===== config.mk =====
export PLATFORM = sky130hd
export DESIGN_NAME = mem_access_unit
export DESIGN_NICKNAME = d
export VERILOG_FILES = /design/src/rtl/mem_access_unit_pkg.sv /design/src/rtl/mem_access_unit_mem_wb_reg.sv /design/src/rtl/mem_access_unit.sv
export SDC_FILE = /design/constraint.sdc
export NUM_CORES = 1
export LEC_CHECK = 0
export ABC_AREA = 1
export CORE_ASPECT_RATIO = 0.8
export CORE_UTILIZATION = 47
export DETAILED_ROUTE_END_ITERATION = 12
export PLACE_DENSITY_LB_ADDON = 0.08
export SLEW_MARGIN = 20
export SYNTH_ARGS = -nofsm -noshare
export SYNTH_HDL_FRONTEND = slang
export SYNTH_HIERARCHICAL = 1
export SYNTH_SLANG_ARGS = --single-unit

===== constraint.sdc =====
create_clock -name clk -period 1.95 [get_ports clk]
set_input_delay 0.39 -clock clk [delete_from_list [all_inputs] [get_ports clk]]
set_output_delay 0.39 -clock clk [all_outputs]
set_load 0.005 [all_outputs]

===== src/rtl/mem_access_unit_pkg.sv =====
// Shared types for the MEM stage: access FSM states and the MEM/WB payload.
// The all-zero payload is the pipeline bubble.
package mem_access_unit_pkg;

    typedef enum logic [1:0] {
        IDLE = 2'd0,
        WAIT = 2'd1,
        DONE = 2'd2
    } state_e;

    typedef struct packed {
        logic        reg_write;
        logic        mem_to_reg;
        logic [31:0] read_data;
        logic [31:0] alu_result;
        logic [4:0]  rd;
        logic        misalign_err;
        logic        bus_err;
    } mem_wb_t;

    localparam mem_wb_t MEM_WB_BUBBLE = '0;

endpackage


===== src/rtl/mem_access_unit_mem_wb_reg.sv =====
// MEM/WB pipeline register. A bubble request loads all zeros, so a stalled
// MEM stage never hands a partial instruction to writeback.
module mem_wb_reg
    import mem_access_unit_pkg::*;
(
    input  logic    clk,
    input  logic    reset,
    input  logic    bubble_i,
    input  mem_wb_t d_i,
    output mem_wb_t q_o
);

    mem_wb_t q_q;

    always_ff @(posedge clk or negedge reset) begin
        if (!reset) begin
            q_q <= MEM_WB_BUBBLE;
        end else if (bubble_i) begin
            q_q <= MEM_WB_BUBBLE;
        end else begin
            q_q <= d_i;
        end
    end

    assign q_o = q_q;

endmodule


===== src/rtl/mem_access_unit.sv =====
// MEM stage: runs the data-memory req/ack handshake with a timeout, stalls
// upstream while an access is pending, and feeds the MEM/WB register.
module mem_access_unit
    import mem_access_unit_pkg::*;
#(
    parameter int ADDR_W  = 32,
    parameter int TIMEOUT = 16,
    parameter int CNT_W   = 5
) (
    input  logic              clk,
    input  logic              reset,
    input  logic              RegWrite_in,
    input  logic              MemtoReg_in,
    input  logic              MemRead_in,
    input  logic              MemWrite_in,
    input  logic [31:0]       ALU_result_in,
    input  logic [31:0]       reg_read_data_2_in,
    input  logic [4:0]        EX_MEM_RegisterRd_in,
    output logic              dmem_req,
    output logic              dmem_we,
    output logic [ADDR_W-1:0] dmem_addr,
    output logic [31:0]       dmem_wdata,
    input  logic              dmem_ack,
    input  logic [31:0]       dmem_rdata,
    output logic              mem_stall,
    output logic              RegWrite_out,
    output logic              MemtoReg_out,
    output logic [31:0]       mem_read_data_out,
    output logic [31:0]       ALU_result_out,
    output logic [4:0]        MEM_WB_RegisterRd_out,
    output logic              misalign_err,
    output logic              bus_err
);

    state_e             state_q, state_d;
    logic [CNT_W-1:0]   cnt_q, cnt_d;
    logic               req_q, req_d;
    logic               we_q, we_d;
    logic [ADDR_W-1:0]  addr_q, addr_d;
    logic [31:0]        wdata_q, wdata_d;
    logic [31:0]        rdata_q, rdata_d;
    logic               timeout_q, timeout_d;
    logic               hold_regwrite_q, hold_regwrite_d;
    logic               hold_memtoreg_q, hold_memtoreg_d;
    logic [31:0]        hold_alu_q, hold_alu_d;
    logic [4:0]         hold_rd_q, hold_rd_d;

    logic    mem_op;
    logic    misaligned;
    logic    stall;
    logic    bubble;
    mem_wb_t wb_d;
    mem_wb_t wb_q;

    assign mem_op     = MemRead_in | MemWrite_in;
    assign misaligned = mem_op & (ALU_result_in[1:0] != 2'b00);

    always_ff @(posedge clk or negedge reset) begin
        if (!reset) begin
            state_q         <= IDLE;
            cnt_q           <= '0;
            req_q           <= 1'b0;
            we_q            <= 1'b0;
            addr_q          <= '0;
            wdata_q         <= '0;
            rdata_q         <= '0;
            timeout_q       <= 1'b0;
            hold_regwrite_q <= 1'b0;
            hold_memtoreg_q <= 1'b0;
            hold_alu_q      <= '0;
            hold_rd_q       <= '0;
        end else begin
            state_q         <= state_d;
            cnt_q           <= cnt_d;
            req_q           <= req_d;
            we_q            <= we_d;
            addr_q          <= addr_d;
            wdata_q         <= wdata_d;
            rdata_q         <= rdata_d;
            timeout_q       <= timeout_d;
            hold_regwrite_q <= hold_regwrite_d;
            hold_memtoreg_q <= hold_memtoreg_d;
            hold_alu_q      <= hold_alu_d;
            hold_rd_q       <= hold_rd_d;
        end
    end

    always_comb begin
        state_d         = state_q;
        cnt_d           = cnt_q;
        req_d           = req_q;
        we_d            = we_q;
        addr_d          = addr_q;
        wdata_d         = wdata_q;
        rdata_d         = rdata_q;
        timeout_d       = timeout_q;
        hold_regwrite_d = hold_regwrite_q;
        hold_memtoreg_d = hold_memtoreg_q;
        hold_alu_d      = hold_alu_q;
        hold_rd_d       = hold_rd_q;
        stall           = 1'b0;
        bubble          = 1'b0;
        wb_d            = MEM_WB_BUBBLE;

        case (state_q)
            IDLE: begin
                if (mem_op && !misaligned) begin
                    // Write wins when both read and write are requested.
                    stall           = 1'b1;
                    bubble          = 1'b1;
                    req_d           = 1'b1;
                    we_d            = MemWrite_in;
                    addr_d          = ALU_result_in[ADDR_W-1:0];
                    wdata_d         = reg_read_data_2_in;
                    rdata_d         = '0;
                    cnt_d           = '0;
                    timeout_d       = 1'b0;
                    hold_regwrite_d = RegWrite_in;
                    hold_memtoreg_d = MemtoReg_in;
                    hold_alu_d      = ALU_result_in;
                    hold_rd_d       = EX_MEM_RegisterRd_in;
                    state_d         = WAIT;
                end else begin
                    wb_d.reg_write    = RegWrite_in & ~misaligned;
                    wb_d.mem_to_reg   = MemtoReg_in;
                    wb_d.alu_result   = ALU_result_in;
                    wb_d.rd           = EX_MEM_RegisterRd_in;
                    wb_d.misalign_err = misaligned;
                end
            end
            WAIT: begin
                stall  = 1'b1;
                bubble = 1'b1;
                if (dmem_ack) begin
                    req_d   = 1'b0;
                    rdata_d = dmem_rdata;
                    state_d = DONE;
                end else if (cnt_q == CNT_W'(TIMEOUT - 1)) begin
                    req_d     = 1'b0;
                    timeout_d = 1'b1;
                    state_d   = DONE;
                end else begin
                    cnt_d = cnt_q + CNT_W'(1);
                end
            end
            DONE: begin
                // A timed-out access must not write back anything.
                wb_d.reg_write  = hold_regwrite_q & ~timeout_q;
                wb_d.mem_to_reg = hold_memtoreg_q;
                wb_d.read_data  = (we_q || timeout_q) ? 32'd0 : rdata_q;
                wb_d.alu_result = hold_alu_q;
                wb_d.rd         = hold_rd_q;
                wb_d.bus_err    = timeout_q;
                state_d         = IDLE;
            end
            default: begin
                state_d = IDLE;
            end
        endcase
    end

    mem_wb_reg u_mem_wb_reg (
        .clk      (clk),
        .reset    (reset),
        .bubble_i (bubble),
        .d_i      (wb_d),
        .q_o      (wb_q)
    );

    // Gating with reset keeps the stall low during reset even if EX/MEM still presents a load.
    assign mem_stall             = stall & reset;
    assign dmem_req              = req_q;
    assign dmem_we               = we_q;
    assign dmem_addr             = addr_q;
    assign dmem_wdata            = wdata_q;
    assign RegWrite_out          = wb_q.reg_write;
    assign MemtoReg_out          = wb_q.mem_to_reg;
    assign mem_read_data_out     = wb_q.read_data;
    assign ALU_result_out        = wb_q.alu_result;
    assign MEM_WB_RegisterRd_out = wb_q.rd;
    assign misalign_err          = wb_q.misalign_err;
    assign bus_err               = wb_q.bus_err;

endmodule


After elaboration in Yosys (flattened, before gate mapping) --
Index checks and enable logic that the tools add are counted.
Word-level totals: memories kept 0, word-level logic and storage cells 77, register bits 186, latch bits 0, output and inout bits 140, memory bits (writable) 0, bits in read-only memories 0
Operators by class: reductions and logical operators 12, shifts and indexed selects 0, equal/unequal tests 9, $add $sub $neg 1, order comparisons 0, bitwise operators 7, divide/modulo/power cells 0, multiplexer cells 30, $mul 0
Operators with widths (number):
- $mux 32 | 4
- $pmux 37 s2 | 1
- $mux 73 | 1
- $pmux 32 s2 | 1
- $mux 38 | 1
- $mux 5 | 3
- $ne 2x2->1 const B | 5
- $pmux 5 s2 | 1
- $mux 1 | 9
- $mux 2 | 4
- $pmux 2 s2 | 2
- $reduce_and 4->1 | 2
- $pmux 1 s2 | 3
- $reduce_and 3->1 | 2
- $add 5x1->5 const B | 1
- $eq 5x4->1 const B | 1
- $and 1x1->1 | 4
- $reduce_and 2->1 | 2
- $reduce_bool 2->1 | 2
- $ne 3x3->1 const B | 1
- $eq 2x1->1 const B | 1
- $eq 2x2->1 const B | 1
- $logic_not 2->1 | 1
- $not 1->1 | 2
- 4 further kinds | 4

Logic depth before layout (Yosys ltp) --
Gate-level depths: netlist (run 1).
depth after elaboration 7, mapped depth 10, mapped depth without buffers 9

Modules after synthesis --
The synthesis (run 1) kept the hierarchy.
Modules (own cells, without submodules):
- mem_access_unit | instances 1, area an instance 5475.3 µm², cells each 687
- mem_wb_reg | instances 1, area an instance 2482.4 µm², cells each 227

Worst setup path before layout (run 1) --
OpenSTA, ideal clock, no wires.
path type input-to-reg, start point in ALU_result_in[1], end point reg u_mem_wb_reg.q_q, in the netlist u_mem_wb_reg/q_o[0], arrival 1408 ps, stages 10, slack 427 ps, data required time 1834 ps, setup time 116 ps, buffers on the path 4, cells stage by stage clkinv_1 > nand2_1 > nor2_4 > nand2_4 > buf_6 > buf_2 > nand2_1 > buf_6 > clkbuf_8 > nor2_1
Between the ends: word-level cells in the longest chain between the ends 7
Ends and longest elaborated chain:
- start: declaration | line mem_access_unit.sv:16 | input logic [31:0] ALU_result_in,
- $reduce_bool 2->1 | line mem_access_unit.sv:56 | assign misaligned = mem_op & (ALU_result_in[1:0] != 2'b00);
- $and 1x1->1 | line mem_access_unit.sv:56
- $logic_not 1->1 | line mem_access_unit.sv:107 | if (mem_op && !misaligned) begin
- $logic_and 1x1->1 | line mem_access_unit.sv:107
- $mux 1 | line mem_access_unit.sv:107
- $pmux 1 s2 | line mem_access_unit.sv:105 | case (state_q)
- net bubble | line mem_access_unit.sv:51 | logic bubble;
- $mux 73 | line mem_access_unit_mem_wb_reg.sv:18 | end else if (bubble_i) begin
- end signal: assignment | line mem_access_unit_mem_wb_reg.sv:21 | q_q <= d_i;
- end: declaration | line mem_access_unit_mem_wb_reg.sv:13 | mem_wb_t q_q;
The timed path passes the listed nets, and every way through them passes these cells. A chain may end at the register's enable or synchronous reset.

Worst setup path after layout (run 1) --
start point in MemWrite_in, end point out mem_stall
Between the ends: word-level cells in the longest chain between the ends 7
Ends and longest elaborated chain:
- start: declaration | line mem_access_unit.sv:15 | input logic MemWrite_in,
- $or 1x1->1 * | line mem_access_unit.sv:55 | assign mem_op = MemRead_in | MemWrite_in;
- $and 1x1->1 | line mem_access_unit.sv:56
- $logic_not 1->1 | line mem_access_unit.sv:107
- $logic_and 1x1->1 * | line mem_access_unit.sv:107
- $mux 1 * | line mem_access_unit.sv:107
- $pmux 1 s2 * | line mem_access_unit.sv:105
- $and 1x1->1 * | line mem_access_unit.sv:171 | assign mem_stall = stall & reset;
- end: declaration | line mem_access_unit.sv:25 | output logic mem_stall,
Every way passes the cells marked *; elsewhere a longest branch is shown, timed or not.

==> results of run 1 <==
[kinds of logic (layout without fill, tap and decap cells)]
group | after synthesis | count (layout) | synth area share [%]
AOI/OAI and AO/OA | 79 | 79 | 5.03
adders and majority gates | 2 | 2 | 0.314
buffers and inverters | 184 | 426 | 11.0
DFF | 186 | 186 | 58.5
and+or+nand+nor | 463 | 463 | 25.1
[power by group]
group	internal (mW)	switching [mW]	leakage [nW]	total, mW
sequential	4.51	0.371	2.43	4.88
clock	1.98	1.44	0.288	3.42
combinational	1.40	1.22	2.71	2.62
total	7.89	3.03	5.43	10.9
[registers in the layout, summed over array words and instances (netlist names)]
name and flops:
hold_rd_q 5, cnt_q 5, hold_memtoreg_q 1, rdata_q 32, u_mem_wb_reg/q_o 73, hold_regwrite_q 1
dmem_we 1, dmem_req 1, hold_alu_q 32, dmem_wdata 32, state_q 2, timeout_q 1
[worst reg2reg max path: stages, from the launching register on]
cell and delay, ns:
sky130_fd_sc_hd__dfrtp_1 0.41, sky130_fd_sc_hd__nor2_4 0.18, sky130_fd_sc_hd__buf_4 0.36, sky130_fd_sc_hd__nand2_1 0.18, sky130_fd_sc_hd__buf_12 0.19, sky130_fd_sc_hd__o21ai_0 0.21
sky130_fd_sc_hd__inv_1 0.07, sky130_fd_sc_hd__nor2_1 0.08
[repair_timing]
item / 4_1_cts / 5_1_grt
hold buffers: 1 / 0
gates cloned: 0 / 0
endpoints found under the hold margin: 18 / 0
setup endpoints to repair: 1 / 1
pin swaps: 0 / 0
gates resized for setup: 3 / 1
[path summary, 6_finish.rpt]
path                                             endpoint  slack (ns)  depth (start not counted)
min reg2reg                     dmem_wdata[6]$_DFFE_PN0P_        0.47                          2
min                             dmem_wdata[6]$_DFFE_PN0P_        0.47                          2
max                                             mem_stall        0.05                          6
max in group asynchronous      dmem_wdata[31]$_DFFE_PN0P_        0.31                          4
max reg2reg                u_mem_wb_reg/q_o[24]$_DFF_PN0_        0.20                          7
min in group asynchronous  u_mem_wb_reg/q_o[50]$_DFF_PN0_        0.59                          3
[placed cells by master (no fill, tap or decap), types with 17 or more instances in the layout]
master	instances
sky130_fd_sc_hd__nand3_1	73
sky130_fd_sc_hd__clkdlybuf4s50_1	245
sky130_fd_sc_hd__clkbuf_16	17
sky130_fd_sc_hd__o21ai_1	23
sky130_fd_sc_hd__nand2_1	228
sky130_fd_sc_hd__nand4_1	33
sky130_fd_sc_hd__inv_1	121
sky130_fd_sc_hd__nor2_1	116
sky130_fd_sc_hd__o21ai_0	53
sky130_fd_sc_hd__dfrtp_1	186
[metal layers]
layer  routed length [um]  vias to the layer above  track usage, %
li1                     -                     3273               -
met4                  188                        0            6.38
met3                 1740                       13            8.46
met2                 9470                      202            37.8
met1                 8610                     3115            31.1
met5                    0                        -               0
[area by class of cell]
type	count	area [um^2]	area share (%)
Clock buffer	20	467	4.18
Clock inverter	11	121	1.09
Inverter	125	485	4.34
Multi-Input combinational cell	544	2430	21.8
Sequential cell	186	4650	41.7
Tap cell	220	275	2.46
Timing Repair Buffer	270	2740	24.5
[through the flow]
step,setup TNS (ns),area (um^2),total power [mW]
after CTS,0,11200,11.0
after global routing,0,11200,11.5
final,0,11200,10.9
after detailed placement,-4.30,10600,7.58
after floorplan,0,7960,6.01
after global placement,-2.21,10600,7.53
==> impl_summary.txt, run 1 <==
----------------------------------------------------
[Route]
  Antenna viol nets, final ... 0
  First-pass detailed-route iteration total ... 4
  Routed length per placed instance ... about 15 um
  Total detailed-routing wirelength ... about 20,000 um
  Post-DR vias/cell ... 4.80
  DRC viols ... 0
  Initial drt markers ... 341
  Via count ... 6,603

[Critical path]
  Startpoint of the worst-slack reg-to-reg timing path ... state_q[0]$_DFFE_PN0P_
  Total buffers and inverters traversed by the critical path ... 2
  Critical path class ... in -> out
  Critical Path Start Type ... primary input
  Critical-path top delay cell ... sky130_fd_sc_hd__clkdlybuf4s50_1
  Crit path launch ... MemWrite_in
  Peak per-stage delay on the critical path ... between 0.5 and 0.6 ns
  Cell-by-cell trace of the critical path ... clkdlybuf4s50_1, nor2_2, nor2_4, nand2_4, a21boi_2, clkdlybuf4s15_1
  Worst Path Arrival ... 1.51 ns
  Maximum fanout along the worst path ... 2
  Cell family with most CP delay ... buffers and inverters
  Required time worst endpoint ... 1.56 ns
  Critical Path End Type ... output port

[Global routing]
  Global router's overall resource usage ... 23.9%
  Grt ovf ... 0
  Largest net degree at the start of global routing ... 111
  First-pass GRT wire length ... 32,500 um
  Via count of the first global-routing pass ... 6,378
  Antenna violations before repair ... 0

[Floorplanning]
  Chip Height ... 118 um
  Die footprint ... 17,500 um^2
  IO Pins ... 248
  Chip width ... 147 um
  Effective utilization at floorplan ... 48.1%
  Core footprint ... 16,600 um^2
  Row cnt ... 42

[Logic synthesis]
  Most used standard cell by instance count after synthesis ... sky130_fd_sc_hd__nand2_1
  Synthesis-stage register bit count ... 186
  Number of enable-type register cells in the synthesized netlist ... 0
  Netlist area before placement ... ~8000 um^2
  Synth Warn # ... 6
  Unique cell type count in the Yosys netlist ... 29
  Mapped Cells ... 914
  Async set-reset flop share out of synthesis ... 100%
  Syn avg cell area ... 8.71 um^2
  Share of the synthesized area in the top cell type ... 58.5%
  Leading post-synthesis cells by cell area ... sky130_fd_sc_hd__dfrtp_1 58%, sky130_fd_sc_hd__nand2_1 11%, sky130_fd_sc_hd__inv_1 5.7%
  Net Count, Synth ... 1,024
  Sequential share of the synthesized area ... 58.5%
  Top cell type by total area after synthesis ... sky130_fd_sc_hd__dfrtp_1
  Leading post-synthesis cells by instance count ... 229 x sky130_fd_sc_hd__nand2_1, 186 x sky130_fd_sc_hd__dfrtp_1, 121 x sky130_fd_sc_hd__inv_1
  Most common flop cell mapped by yosys ... sky130_fd_sc_hd__dfrtp_1

[STA]
  Clk_skew ... slightly above 0.008 ns
  Period Utilization, post-route ... 97.7%
  FMAX ... 525 MHz
  Unrepaired setup endpoints after global routing ... no
  Fin crit period ... 1.90 ns
  Final worst hold slack ... 0.470 ns
  Post-route setup slack ... 0.0458 ns
  Final hold viol count ... 0
  Number of failing setup endpoints in the final timing report ... 0
  Max-slew headroom at the worst pin ... 50.0%
  Max-slew violations ... 0
  Slew @ Worst Pin ... 0.750 ns

[Flow run]
  Count of maximum capacitance violations ... 0

[Outcome]
  Status ... finished clean

[Placed design]
  Post-detail-place hpwl ... about 13,000 um
  Placer's final routability congestion estimate ... 0.811
  Instance count after placement with tap cells included ... approximately 1,300
  Setup slack at placement ... -0.302 ns
  Number of port buffers ... 247

[Cells and area]
  Final core area utilization ... 67.5%
  Count of nets after finishing ... 1,254
  Share of cells above drive strength 1 ... a little under 6%
  Antenna diode count ... 0
  Non-filler instance count after layout ... 1,376
  Fill cell count ... 1,418
  Relative area change from synthesis to final layout ... 40.4%

[Clock tree]
  # H-tree levels ... 4
  Sink Count ... around 190
  Clock insertion delay at the later pin of the skew report ... 0.42 ns
  TritonCTS clock tree ... done
  Root Buffer ... sky130_fd_sc_hd__clkbuf_16
  CTS Buf Count ... 17
  # Post-CTS Setup Buffers ... 0
  Worst-path clk slew ... approximately 0.060 ns
  Max Root-Sink Buffers ... 2

[Min path]
  Worst hold path class ... reg -> reg
  Hold path startpoint ... dmem_wdata[6]$_DFFE_PN0P_

[Power and ir drop]
  Static leakage ... about 5.4 nW
  PD cells ... 977 nW/um^2
  Max rail drop VDD ... 0.610 mV

----------------------------------------------------
Note: power is estimated with default switching activity, not from simulation.
==> run 2: changes to the inputs <==
--- a/config.mk
+++ b/config.mk
@@ -8,6 +8,7 @@
 export ABC_AREA = 1
 export CORE_ASPECT_RATIO = 0.8
 export CORE_UTILIZATION = 47
+export CTS_CLUSTER_SIZE = 25
 export DETAILED_ROUTE_END_ITERATION = 12
 export PLACE_DENSITY_LB_ADDON = 0.08
 export SLEW_MARGIN = 20
@@ -15,3 +16,4 @@
 export SYNTH_HDL_FRONTEND = slang
 export SYNTH_HIERARCHICAL = 1
 export SYNTH_SLANG_ARGS = --single-unit
+export TNS_END_PERCENT = 50
==> results of run 2 <==
No change in the layout: final DEF, timing and power equal those of run 1.
==> run 3: changes to the inputs <==
--- a/config.mk
+++ b/config.mk
@@ -7,13 +7,12 @@
 export LEC_CHECK = 0
 export ABC_AREA = 1
 export CORE_ASPECT_RATIO = 0.8
-export CORE_UTILIZATION = 47
+export CORE_UTILIZATION = 41
 export CTS_CLUSTER_SIZE = 25
 export DETAILED_ROUTE_END_ITERATION = 12
 export PLACE_DENSITY_LB_ADDON = 0.08
 export SLEW_MARGIN = 20
 export SYNTH_ARGS = -nofsm -noshare
 export SYNTH_HDL_FRONTEND = slang
-export SYNTH_HIERARCHICAL = 1
 export SYNTH_SLANG_ARGS = --single-unit
 export TNS_END_PERCENT = 50
==> constraint.sdc (replaced) <==
create_clock -name clk -period 1.6 [get_ports clk]
set_input_delay 0.32 -clock clk [delete_from_list [all_inputs] [get_ports clk]]
set_output_delay 0.32 -clock clk [all_outputs]
set_load 0.005 [all_outputs]
==> impl_summary.txt, run 3 <==
----------------------------------------------------
[Outcome]
  Status ... finished with violations
  Failing checks ... setup timing

[STA]
  Period Utilization, post-route ... 104%
  Max-slew headroom at the worst pin ... ~56%
  Final worst hold slack ... 0.344 ns
  FMAX ... 603 MHz
  Slew @ Worst Pin ... 0.664 ns
  Fin crit period ... 1.66 ns
  Post-route setup slack ... -0.0590 ns
  Number of failing setup endpoints in the final timing report ... 1
  Max-slew violations ... 0
  Clk_skew ... 0.00752 ns
  Final hold viol count ... 0
  Unrepaired setup endpoints after global routing ... yes

[Route]
  Total detailed-routing wirelength ... 19,000 um
  Routed length per placed instance ... 15.2 um
  Via count ... around 6,000
  First-pass detailed-route iteration total ... 4
  DRC viols ... 0
  Post-DR vias/cell ... ~4.8
  Antenna viol nets, final ... 0
  Initial drt markers ... 303

[Critical path]
  Critical Path End Type ... output port
  Minimum setup slack among reg-to-reg paths ... 0.01 ns
  Maximum fanout along the worst path ... 2
  Worst Path Arrival ... around 1.3 ns
  Startpoint of the worst-slack reg-to-reg timing path ... state_q[0]$_DFFE_PN0P_
  Critical path class ... in -> out
  Cell family with most CP delay ... buffers and inverters
  Crit Reg-Reg Endpoint ... u_mem_wb_reg.q_o[32]$_DFF_PN0_
  Peak per-stage delay on the critical path ... 0.51 ns
  Required time worst endpoint ... roughly 1.3 ns
  Critical Path Start Type ... primary input
  Cell-by-cell trace of the critical path ... clkdlybuf4s50_1, nor2_2, nor2_4, nand2_4, a21boi_2, buf_2
  FF-to-FF path depth ... 5
  Total buffers and inverters traversed by the critical path ... 2
  Critical-path top delay cell ... sky130_fd_sc_hd__clkdlybuf4s50_1

[Logic synthesis]
  Unique cell type count in the Yosys netlist ... 25
  Most common flop cell mapped by yosys ... sky130_fd_sc_hd__dfrtp_1
  Mapped Cells ... 756
  Share of the synthesized area in the top cell type ... 64.7%
  Top cell type by total area after synthesis ... sky130_fd_sc_hd__dfrtp_1
  Net Count, Synth ... 866
  Netlist area before placement ... 7190 um^2
  Synth Warn # ... 0
  Synthesis-stage register bit count ... around 190
  Syn avg cell area ... 9.51 um^2
  Leading post-synthesis cells by instance count ... 225 x sky130_fd_sc_hd__nand2_1, 186 x sky130_fd_sc_hd__dfrtp_1, 72 x sky130_fd_sc_hd__nand3_1
  Leading post-synthesis cells by cell area ... sky130_fd_sc_hd__dfrtp_1 65%, sky130_fd_sc_hd__nand2_1 12%, sky130_fd_sc_hd__nand3_1 5.0%
  Async set-reset flop share out of synthesis ... 100%
  Number of enable-type register cells in the synthesized netlist ... 0
  Sequential share of the synthesized area ... 64.7%
  Most used standard cell by instance count after synthesis ... sky130_fd_sc_hd__nand2_1

[Min path]
  Cells on Worst Hold Path ... 3
  Worst hold path class ... in -> reg
  Hold path startpoint ... ALU_result_in[1]
  Sink of the worst hold path ... u_mem_wb_reg.q_o[8]$_DFF_PN0_

[Floorplanning]
  Effective utilization at floorplan ... between 40% and 50%
  Die footprint ... about 18,000 um^2
  IO Pins ... 248
  Chip width ... 150 um
  Row cnt ... 42
  Chip Height ... 120 um
  Core footprint ... 16,900 um^2

[Cells and area]
  Count of nets after finishing ... 1,125
  Share of cells above drive strength 1 ... between 9 and 10%
  Most common cell after layout, fill and taps aside ... sky130_fd_sc_hd__nand2_1
  Most used cells in the layout excluding fill and tap cells ... 224 x sky130_fd_sc_hd__nand2_1, 185 x sky130_fd_sc_hd__dfrtp_1, 110 x sky130_fd_sc_hd__clkdlybuf4s50_1
  Antenna diode count ... 0
  Area of combinational cells with multiple inputs ... between 2000 and 2500 um^2
  Largest register FFs ... 73
  Non-filler instance count after layout ... 1,247
  Relative area change from synthesis to final layout ... 48.9%
  Fill cell count ... 1,451
  Sequential Area ... 4660 um^2

[Global routing]
  Met2 GRT Util ... 32.1%
  First-pass GRT wire length ... between 30,000 and 40,000 um
  Via count of the first global-routing pass ... between 5,000 and 6,000
  Global router's overall resource usage ... 22.0%
  Largest net degree at the start of global routing ... between 100 and 150
  Antenna violations before repair ... 0
  Met1 Track Usage GR ... 30.7%
  Global-route met3 utilization ... between 7 and 8%
  Peak-usage layer in the global routing report ... met2
  Grt ovf ... 0

[Clock tree]
  # H-tree levels ... 4
  TritonCTS clock tree ... done
  Max Root-Sink Buffers ... 2
  Worst-path clk slew ... approximately 0.06 ns
  Root Buffer ... sky130_fd_sc_hd__clkbuf_16
  CTS Buf Count ... 17
  Sink Count ... 186
  Clock insertion delay at the later pin of the skew report ... 0.42 ns

[Placed design]
  Number of port buffers ... 247
  Post-detail-place hpwl ... 12,400 um
  Instance count after placement with tap cells included ... 1,203
  Placer's final routability congestion estimate ... between 0.7 and 0.8

[Power and ir drop]
  Static leakage ... 6.07 nW
  PD cells ... 1190 nW/um^2
  Max rail drop VDD ... between 0.6 and 0.7 mV

[Flow run]
  Count of maximum capacitance violations ... 0

----------------------------------------------------
==> run 3: cell types whose count changed in the layout (fill, tap and decap cells not counted), moves of 4 or more <==
cell	before	now
sky130_fd_sc_hd__dlymetal6s2s_1	0	45
sky130_fd_sc_hd__inv_1	121	49
sky130_fd_sc_hd__nor2_1	116	41
sky130_fd_sc_hd__clkdlybuf4s50_1	245	110
sky130_fd_sc_hd__buf_12	7	3
sky130_fd_sc_hd__o21ai_1	23	32
sky130_fd_sc_hd__inv_2	0	4
sky130_fd_sc_hd__dlygate4sd2_1	0	90
sky130_fd_sc_hd__o21ai_0	53	44
sky130_fd_sc_hd__buf_4	15	37
sky130_fd_sc_hd__nand2_1	228	224
==> run 3: power breakdown <==
group          internal [mW]  switching, mW
Combinational           1.37           1.32
Clock                   2.36           1.81
Sequential              5.49          0.411
==> run 3: logic make-up after synthesis <==
logic type	count (synthesis)	share of synthesized area [%]
buffers and inverters	103	6.02
DFF	186	64.7
and+or+nand+nor	384	23.2
AOI/OAI and AO/OA	81	5.71
adders and majority gates	2	0.348
==> run 3: worst register-to-register path, stage by stage (launching register included) <==
cell and delay, ns:
sky130_fd_sc_hd__dfrtp_2 0.44, sky130_fd_sc_hd__nor2_4 0.15, sky130_fd_sc_hd__buf_4 0.36, sky130_fd_sc_hd__nand2_2 0.18, sky130_fd_sc_hd__buf_12 0.19, sky130_fd_sc_hd__o21ai_0 0.19
==> run 3: worst max-delay path by stage <==
| stage | from | to | slack [ns] | depth (start not counted) |
|---|---|---|---|---|
| detailed placement | ALU_result_in[0] | mem_stall | -0.60 | 7 |
| finish | MemWrite_in | mem_stall | -0.06 | 6 |
| CTS | state_q[1]$_DFFE_PN0P_ | mem_stall | -0.07 | 4 |
| global placement | ALU_result_in[0] | mem_stall | -0.60 | 7 |
| global route | state_q[0]$_DFFE_PN0P_ | mem_stall | -0.12 | 4 |
| floorplan | cnt_q[0]$_DFFE_PN0P_ | cnt_q[3]$_DFFE_PN0P_ | 0.21 | 9 |
==> run 3: stage by stage <==
step / total power, mW / util, % / area, um^2 / setup slack, ns / TNS, ns
after floorplan: 7.01 / - / 7190 / 0.215 / 0
after global placement: 8.92 / 59.2 / 9990 / -0.603 / -29.90
after detailed placement: 8.95 / 59.2 / 9990 / -0.598 / -32.49
after CTS: 12.9 / 62.5 / 10500 / -0.0724 / -0.0955
after global routing: 13.5 / 63.5 / 10700 / -0.122 / -1.74
final: 12.8 / 63.5 / 10700 / -0.0590 / -0.0590
==> run 3: area by class of cell <==
class	instances	area share, %
Inverter	53	1.86
Tap cell	220	2.57
Clock inverter	12	1.32
Multi-Input combinational cell	467	19.9
Timing Repair Buffer	290	26.7
Sequential cell	186	43.5
Clock buffer	19	4.14
==> run 3: layer usage <==
layer / vias up / part of all wire, %
met5: - / 0
met4: 0 / 1.4
met1: 2774 / 46
met2: 199 / 44
met3: 14 / 8.3
li1: 2950 / -
==> run 3: what timing repair did <==
item	CTS	global route
endpoints found under the setup margin	94	93
pin swaps	2	3
buffers inserted	10	2
hold buffers	1	0
resized for setup	99	53
endpoints found under the hold margin	26	0
